==> config.mk <==
export PLATFORM = sky130hd
export DESIGN_NAME = noc_inject_packetizer_flat
export DESIGN_NICKNAME = d
export VERILOG_FILES = /design/src/rtl/noc_inject_packetizer_if.sv /design/src/rtl/noc_inject_packetizer.sv /design/src/flat_wrapper.sv
export SDC_FILE = /design/constraint.sdc
export NUM_CORES = 1
export LEC_CHECK = 0
export CORE_AREA = 2 2 134 136
export CTS_CLUSTER_DIAMETER = 50
export DETAILED_ROUTE_END_ITERATION = 10
export DIE_AREA = 0 0 136 138
export SYNTH_ARGS = -nofsm -noshare
export SYNTH_HDL_FRONTEND = slang
export SYNTH_SLANG_ARGS = --single-unit
==> constraint.sdc <==
create_clock -name clk -period 2.9 [get_ports clk]
set_input_delay 0.87 -clock clk [delete_from_list [all_inputs] [get_ports clk]]
set_output_delay 0.87 -clock clk [all_outputs]
set_load 0.02 [all_outputs]
==> src/rtl/noc_inject_packetizer_if.sv <==
// rtl/noc_inject_packetizer_if.sv - core request and NoC packet handshake bundle
//
// Purpose: groups the core-side request channel and the bridge-side packet
// channel of the injection packetizer.
//   in_valid/in_ready          request handshake (core -> packetizer)
//   in_dest/in_type/in_tag/in_data  request fields
//   pkt_valid/pkt_ready        packet handshake (packetizer -> bridge)
//   pkt_data                   33-bit NoC packet
// Modports: master = core/bridge side, slave = packetizer side.
interface noc_inject_packetizer_if #(
  parameter int WIDTH_PACKAGE = 33
) ();
  logic                     in_valid;
  logic                     in_ready;
  logic [4:0]               in_dest;
  logic [1:0]               in_type;
  logic [4:0]               in_tag;
  logic [15:0]              in_data;
  logic                     pkt_valid;
  logic                     pkt_ready;
  logic [WIDTH_PACKAGE-1:0] pkt_data;

  modport master (
    output in_valid, in_dest, in_type, in_tag, in_data, pkt_ready,
    input  in_ready, pkt_valid, pkt_data
  );

  modport slave (
    input  in_valid, in_dest, in_type, in_tag, in_data, pkt_ready,
    output in_ready, pkt_valid, pkt_data
  );
endinterface

==> src/rtl/noc_inject_packetizer.sv <==
// rtl/noc_inject_packetizer.sv - core-to-NoC injection packetizer with packet FIFO
//
// Purpose: validates core request destinations against the torus, builds
// {dest, src, type, tag, data} packets and queues them for the router bridge.
// Ports:
//   clk, rst_n   clock, asynchronous active-low reset
//   bus          noc_inject_packetizer_if.slave (request in, packet out)
//   err_pulse    one-cycle pulse after a dropped (illegal) request
//   fifo_level   current FIFO occupancy
//   sent_cnt, drop_cnt  saturating pop/drop counters (only with NOC_PKT_STATS_EN)
// Optional feature macro: NOC_PKT_STATS_EN.
module noc_inject_packetizer #(
  parameter int         WIDTH_PACKAGE = 33,
  parameter logic [4:0] ROUTER_LOC    = 5'b000_00,
  parameter int         DEPTH         = 4,
  parameter int         X_MAX         = 4,
  parameter int         Y_MAX         = 2
) (
  input  logic                       clk,
  input  logic                       rst_n,
  noc_inject_packetizer_if.slave     bus,
  output logic                       err_pulse,
`ifdef NOC_PKT_STATS_EN
  output logic [15:0]                sent_cnt,
  output logic [15:0]                drop_cnt,
`endif
  output logic [$clog2(DEPTH):0]     fifo_level
);
  localparam int AW = $clog2(DEPTH);
  localparam int LW = AW + 1;

  if (WIDTH_PACKAGE != 33) begin : g_bad_width
    $error("noc_inject_packetizer: WIDTH_PACKAGE must be 33");
  end
  if (DEPTH < 2 || (DEPTH & (DEPTH - 1)) != 0) begin : g_bad_depth
    $error("noc_inject_packetizer: DEPTH must be a power of two >= 2");
  end

  logic [WIDTH_PACKAGE-1:0] mem_q [DEPTH];
  logic [AW-1:0]            wr_ptr_q, wr_ptr_d;
  logic [AW-1:0]            rd_ptr_q, rd_ptr_d;
  logic [LW-1:0]            count_q, count_d;
  logic                     ready_en_q;
  logic                     err_q, err_d;
  logic                     full, empty, accept, legal, push, pop;
  logic [WIDTH_PACKAGE-1:0] new_pkt;

  assign full  = (count_q == LW'(DEPTH));
  assign empty = (count_q == '0);

  // ready_en_q keeps in_ready low through reset and up to the first edge after
  // release; in_ready never looks at pkt_ready, so a full FIFO refuses even
  // when it is being popped in the same cycle.
  assign bus.in_ready = ready_en_q && !full;
  assign accept       = bus.in_valid && bus.in_ready;

  assign legal = (bus.in_dest[4:2] <= X_MAX[2:0]) &&
                 (bus.in_dest[1:0] <= Y_MAX[1:0]) &&
                 (bus.in_dest != ROUTER_LOC);
  assign push  = accept && legal;
  assign pop   = !empty && bus.pkt_ready;

  assign new_pkt = {bus.in_dest, ROUTER_LOC, bus.in_type, bus.in_tag, bus.in_data};

  // pkt_data is forced to zero while empty so reset and drained states
  // present a clean bus; the entry itself comes straight from storage.
  assign bus.pkt_valid = !empty;
  assign bus.pkt_data  = empty ? '0 : mem_q[rd_ptr_q];
  assign fifo_level    = count_q;
  assign err_pulse     = err_q;

  always_comb begin
    wr_ptr_d = wr_ptr_q;
    rd_ptr_d = rd_ptr_q;
    count_d  = count_q;
    err_d    = accept && !legal;
    if (push) wr_ptr_d = wr_ptr_q + AW'(1);
    if (pop)  rd_ptr_d = rd_ptr_q + AW'(1);
    case ({push, pop})
      2'b10:   count_d = count_q + LW'(1);
      2'b01:   count_d = count_q - LW'(1);
      default: count_d = count_q;
    endcase
  end

  always_ff @(posedge clk or negedge rst_n) begin
    if (!rst_n) begin
      wr_ptr_q   <= '0;
      rd_ptr_q   <= '0;
      count_q    <= '0;
      ready_en_q <= 1'b0;
      err_q      <= 1'b0;
    end else begin
      wr_ptr_q   <= wr_ptr_d;
      rd_ptr_q   <= rd_ptr_d;
      count_q    <= count_d;
      ready_en_q <= 1'b1;
      err_q      <= err_d;
    end
  end

  // Storage needs no reset: an entry is only visible once count covers it.
  always_ff @(posedge clk) begin
    if (push) mem_q[wr_ptr_q] <= new_pkt;
  end

`ifdef NOC_PKT_STATS_EN
  logic [15:0] sent_cnt_q, drop_cnt_q;

  always_ff @(posedge clk or negedge rst_n) begin
    if (!rst_n) begin
      sent_cnt_q <= '0;
      drop_cnt_q <= '0;
    end else begin
      if (pop && sent_cnt_q != 16'hFFFF)       sent_cnt_q <= sent_cnt_q + 16'd1;
      if (err_d && drop_cnt_q != 16'hFFFF)     drop_cnt_q <= drop_cnt_q + 16'd1;
    end
  end

  assign sent_cnt = sent_cnt_q;
  assign drop_cnt = drop_cnt_q;
`endif
endmodule
==> src/flat_wrapper.sv <==
// flat-port wrapper written by rule: the top's interface ports become plain ports
module noc_inject_packetizer_flat 
#(
  parameter int         WIDTH_PACKAGE = 33,
  parameter logic [4:0] ROUTER_LOC    = 5'b000_00,
  parameter int         DEPTH         = 4,
  parameter int         X_MAX         = 4,
  parameter int         Y_MAX         = 2
)
  (clk, rst_n, err_pulse, fifo_level, bus_in_valid, bus_in_dest, bus_in_type, bus_in_tag, bus_in_data, bus_pkt_ready, bus_in_ready, bus_pkt_valid, bus_pkt_data);
  noc_inject_packetizer_if #(.WIDTH_PACKAGE(WIDTH_PACKAGE)) bus_i ();
  input  logic clk;
  input  logic rst_n;
  output logic err_pulse;
  output logic [$clog2(DEPTH):0] fifo_level;
  input wire logic [$bits(bus_i.in_valid)-1:0] bus_in_valid;
  input wire logic [$bits(bus_i.in_dest)-1:0] bus_in_dest;
  input wire logic [$bits(bus_i.in_type)-1:0] bus_in_type;
  input wire logic [$bits(bus_i.in_tag)-1:0] bus_in_tag;
  input wire logic [$bits(bus_i.in_data)-1:0] bus_in_data;
  input wire logic [$bits(bus_i.pkt_ready)-1:0] bus_pkt_ready;
  output wire logic [$bits(bus_i.in_ready)-1:0] bus_in_ready;
  output wire logic [$bits(bus_i.pkt_valid)-1:0] bus_pkt_valid;
  output wire logic [$bits(bus_i.pkt_data)-1:0] bus_pkt_data;
  assign bus_i.in_valid = bus_in_valid;
  assign bus_i.in_dest = bus_in_dest;
  assign bus_i.in_type = bus_in_type;
  assign bus_i.in_tag = bus_in_tag;
  assign bus_i.in_data = bus_in_data;
  assign bus_i.pkt_ready = bus_pkt_ready;
  assign bus_in_ready = bus_i.in_ready;
  assign bus_pkt_valid = bus_i.pkt_valid;
  assign bus_pkt_data = bus_i.pkt_data;
  noc_inject_packetizer #(.WIDTH_PACKAGE(WIDTH_PACKAGE), .ROUTER_LOC(ROUTER_LOC), .DEPTH(DEPTH), .X_MAX(X_MAX), .Y_MAX(Y_MAX)) u_core (.clk(clk), .rst_n(rst_n), .bus(bus_i), .err_pulse(err_pulse), .fifo_level(fifo_level));
endmodule
==> run_results.csv <==
group,metric,value,unit
run_status,status,"complete, no violations",
logic_synthesis,ys_seq_area_frac,0.7502,
grt,grt_overflow,0,
pwr,pwr_density_cell,967.7,nW/um2
clock_tree,cts_sinks,121,
cells_and_area,fillCellCount,1662,
routing,drc,0,
worst_setup_path,endpoint,"bus_pkt_data[9]",
grt,grt_pass1_wl,14520,um
floorplan,io_pins,71,
sta,min_period,2.858,ns
grt,grt_usage,0.1056,
cells_and_area,seqCellArea,3591,um2
cells_and_area,layout_commonest_cell,"edfxtp_1",
placement,dpl.cell_count,539,
clock_tree,cts_tree,"yes",
clock_tree,htreeDepth,4,
pwr,switching_share,0.3063,
worst_setup_path,r2r_setup_slack,0.64,ns
worst_hold_path,min_path_type,"flop to flop",
pwr,p_comb_frac,0.355,
clock_tree,hold_buffers,0,
placement,io_buffers,65,
routing,routed_wl,9362,um
cells_and_area,final_cell_mix,"edfxtp_1 (112), clkdlybuf4s50_1 (31), mux4_2 (28), and2_1 (28), clkbuf_16 (17)",
worst_setup_path,r2r-end,"u_core.fifo_level[2]",
sta,fin_crit_sh,0.9854,
placement,dpl_cell_area,5926,um2
worst_setup_path,startpoint_type,"flop",
clock_tree,clkTransAtPathRegs,0.05,ns
sta,fmax,0.3499,GHz
logic_synthesis,syn_avg_cell_area,20.62,um2
clock_tree,cts_buffers,17,
pwr,ir_drop,0.4611,mV
worst_setup_path,worstPathRequired,2.03,ns
logic_synthesis,synth_area_leader_cell,"edfxtp_1",
logic_synthesis,yosysUniqueCellTypes,23,
logic_synthesis,yosys_warnings,0,
placement,placement.setup.worst_slack,-0.5148,ns
grt,antenna_found_initial,1,
logic_synthesis,synth_top_area_frac,0.7031,
sta,rsz0062_at_grt,"true",
floorplan,core_area,17530,um2
job,maxCapViolCount,0,
worst_setup_path,r2r_cells,10,
pwr,total_power,6.239,mW
logic_synthesis,ys_ff_latch,121,
cells_and_area,nets,370,
placement,place.gp.congestion,0.6890,
worst_setup_path,arrival,1.99,ns
pwr,p_int,4.328,mW
worst_setup_path,critPathMaxFanout,8,
floorplan,die_y,138,um
routing,drt-initial-drc-count,138,
routing,ant_nets,0,
worst_setup_path,r2r-start,"u_core.fifo_level[0]",
pwr,p_seq_frac,0.344,
cells_and_area,stdcell_area,6447,um2
floorplan,initial_core_util,0.2728,
routing,vias,2414,
floorplan,die_area,18770,um2
sta,hold_slack,0.5314,ns
sta,fin_skew,0.006153,ns
floorplan,die_w,136,um
pwr,leakagePower,2.258,nW
routing,drtPass1Iterations,5,
floorplan,num_rows,49,
pwr,switchingPower,1.911,mW
grt,grt_pass1_vias,2672,
sta,slew_viol_final,0,
worst_setup_path,worstSetupPathType,"flop to primary output",
clock_tree,clockBufferDepth,2,
logic_synthesis,netlist_instances,232,
sta,postLayoutSetupSlackWorst,0.04232,ns
sta,setup_viol,0,
cells_and_area,multi_input_area,1120,um2
cells_and_area,utilization,0.3677,
sta,finalHoldViolCount,0,
sta,fin_tns_setup,0,ns
placement,dp_hpwl,6002,um
logic_synthesis,synthTopCellsByArea,"edfxtp_1 (70%), mux4_2 (13%), dfrtp_1 (4.7%)",
clock_tree,clock_latency,0.40,ns
routing,drt-wirelength-per-cell,16.28,um
grt,grt_max_degree,31,
pwr,clkPwrFrac,0.301,
cells_and_area,area_delta_synth_final,34.79,%
cells_and_area,drive_gt1_frac,0.3188,
routing,vias_per_cell,4.198,
logic_synthesis,syn-cell-area,4783,um2
worst_setup_path,startpoint,"u_core.rd_ptr_q[0]",
cells_and_area,instances_no_fill,575,
worst_setup_path,critPathCaptureType,"primary output",
clock_tree,cts-root-buf,"clkbuf_16",
routing by layer:
layer / global-route usage / share of wire
met5: 0 / 0.0014
met1: 0.1225 / 0.43
met4: 0.03125 / 0.0061
met3: 0.04364 / 0.056
met2: 0.1783 / 0.51
how the worst min path moves through the flow:
stage	slack [ns]	end	start	depth (start not counted)
4_1_cts	0.54	u_core.fifo_level[2]	u_core.fifo_level[2]	1
5_1_grt	0.57	u_core.fifo_level[2]	u_core.fifo_level[2]	1
3_5_place_dp	0.53	u_core.fifo_level[2]	u_core.fifo_level[2]	1
3_3_place_gp	0.51	u_core.fifo_level[2]	u_core.fifo_level[2]	1
2_1_floorplan	0.55	u_core.err_pulse	u_core.ready_en_q	2
6_report	0.53	u_core.fifo_level[2]	u_core.fifo_level[2]	1
worst max-delay path: stages, from the launching register on:
cell           delay (ns)
dfrtp_2              0.42
buf_8                0.16
mux4_2               0.50
and2_1               0.18
dlygate4sd2_1        0.32
area by class of cell:
cell class,instances,area share
Antenna cell,1,0.0003881
Multi-Input combinational cell,95,0.1737
Inverter,6,0.003493
Timing Repair Buffer,91,0.1374
Clock buffer,19,0.06715
Tap cell,229,0.04444
Clock inverter,13,0.01650
Sequential cell,121,0.5570
registers in the layout, summed over array words and instances, names as in the netlist:
signal,cells
u_core.mem_q,112
u_core.ready_en_q,1
u_core.rd_ptr_q,2
u_core.fifo_level,3
u_core.wr_ptr_q,2
u_core.err_pulse,1
Yosys cell counts (all sizes together):
cell / number
buf: 10
nand3: 1
edfxtp: 112
clkbuf: 4
nor2b: 1
nand2: 4
conb: 2
inv: 6
o21ai: 2
o211a: 1
ha: 5
mux4: 28
and2: 34
dfrtp: 9
xor2: 3
xnor2: 3
nor2: 2
or4: 1
o22ai: 1
or3: 1
or3b: 1
fa: 1
repair_timing:
item	CTS	global route
buffers inserted	2	0
gates cloned	1	0
hold endpoints to repair	0	0
endpoints found under the setup margin	31	19
gates resized for setup	79	16
power by group through the flow:
stage | sequential [mW] | combinational (mW) | clock [mW]
6_report | 2.15 | 2.21 | 1.88
5_1_grt | 2.16 | 2.40 | 2.01
4_1_cts | 2.15 | 2.25 | 1.92
3_5_place_dp | 2.18 | 2.36 | 0
3_3_place_gp | 2.18 | 2.36 | 0
2_1_floorplan | 2.16 | 1.34 | 0
cells by family (layout without fill, tap and decap cells):
family          Yosys count  in the layout  synth area share
flops                   121            121            0.7502
simple gates             45             45           0.06042
mux                      28             28            0.1318
buf+inv                  20            129           0.02092
fa+ha+maj                 6              6           0.01726
xor+xnor                  6              6           0.01099
compound gates            4              4          0.006801
other cells               2              7          0.001570
(Power assumes the default switching activity.)
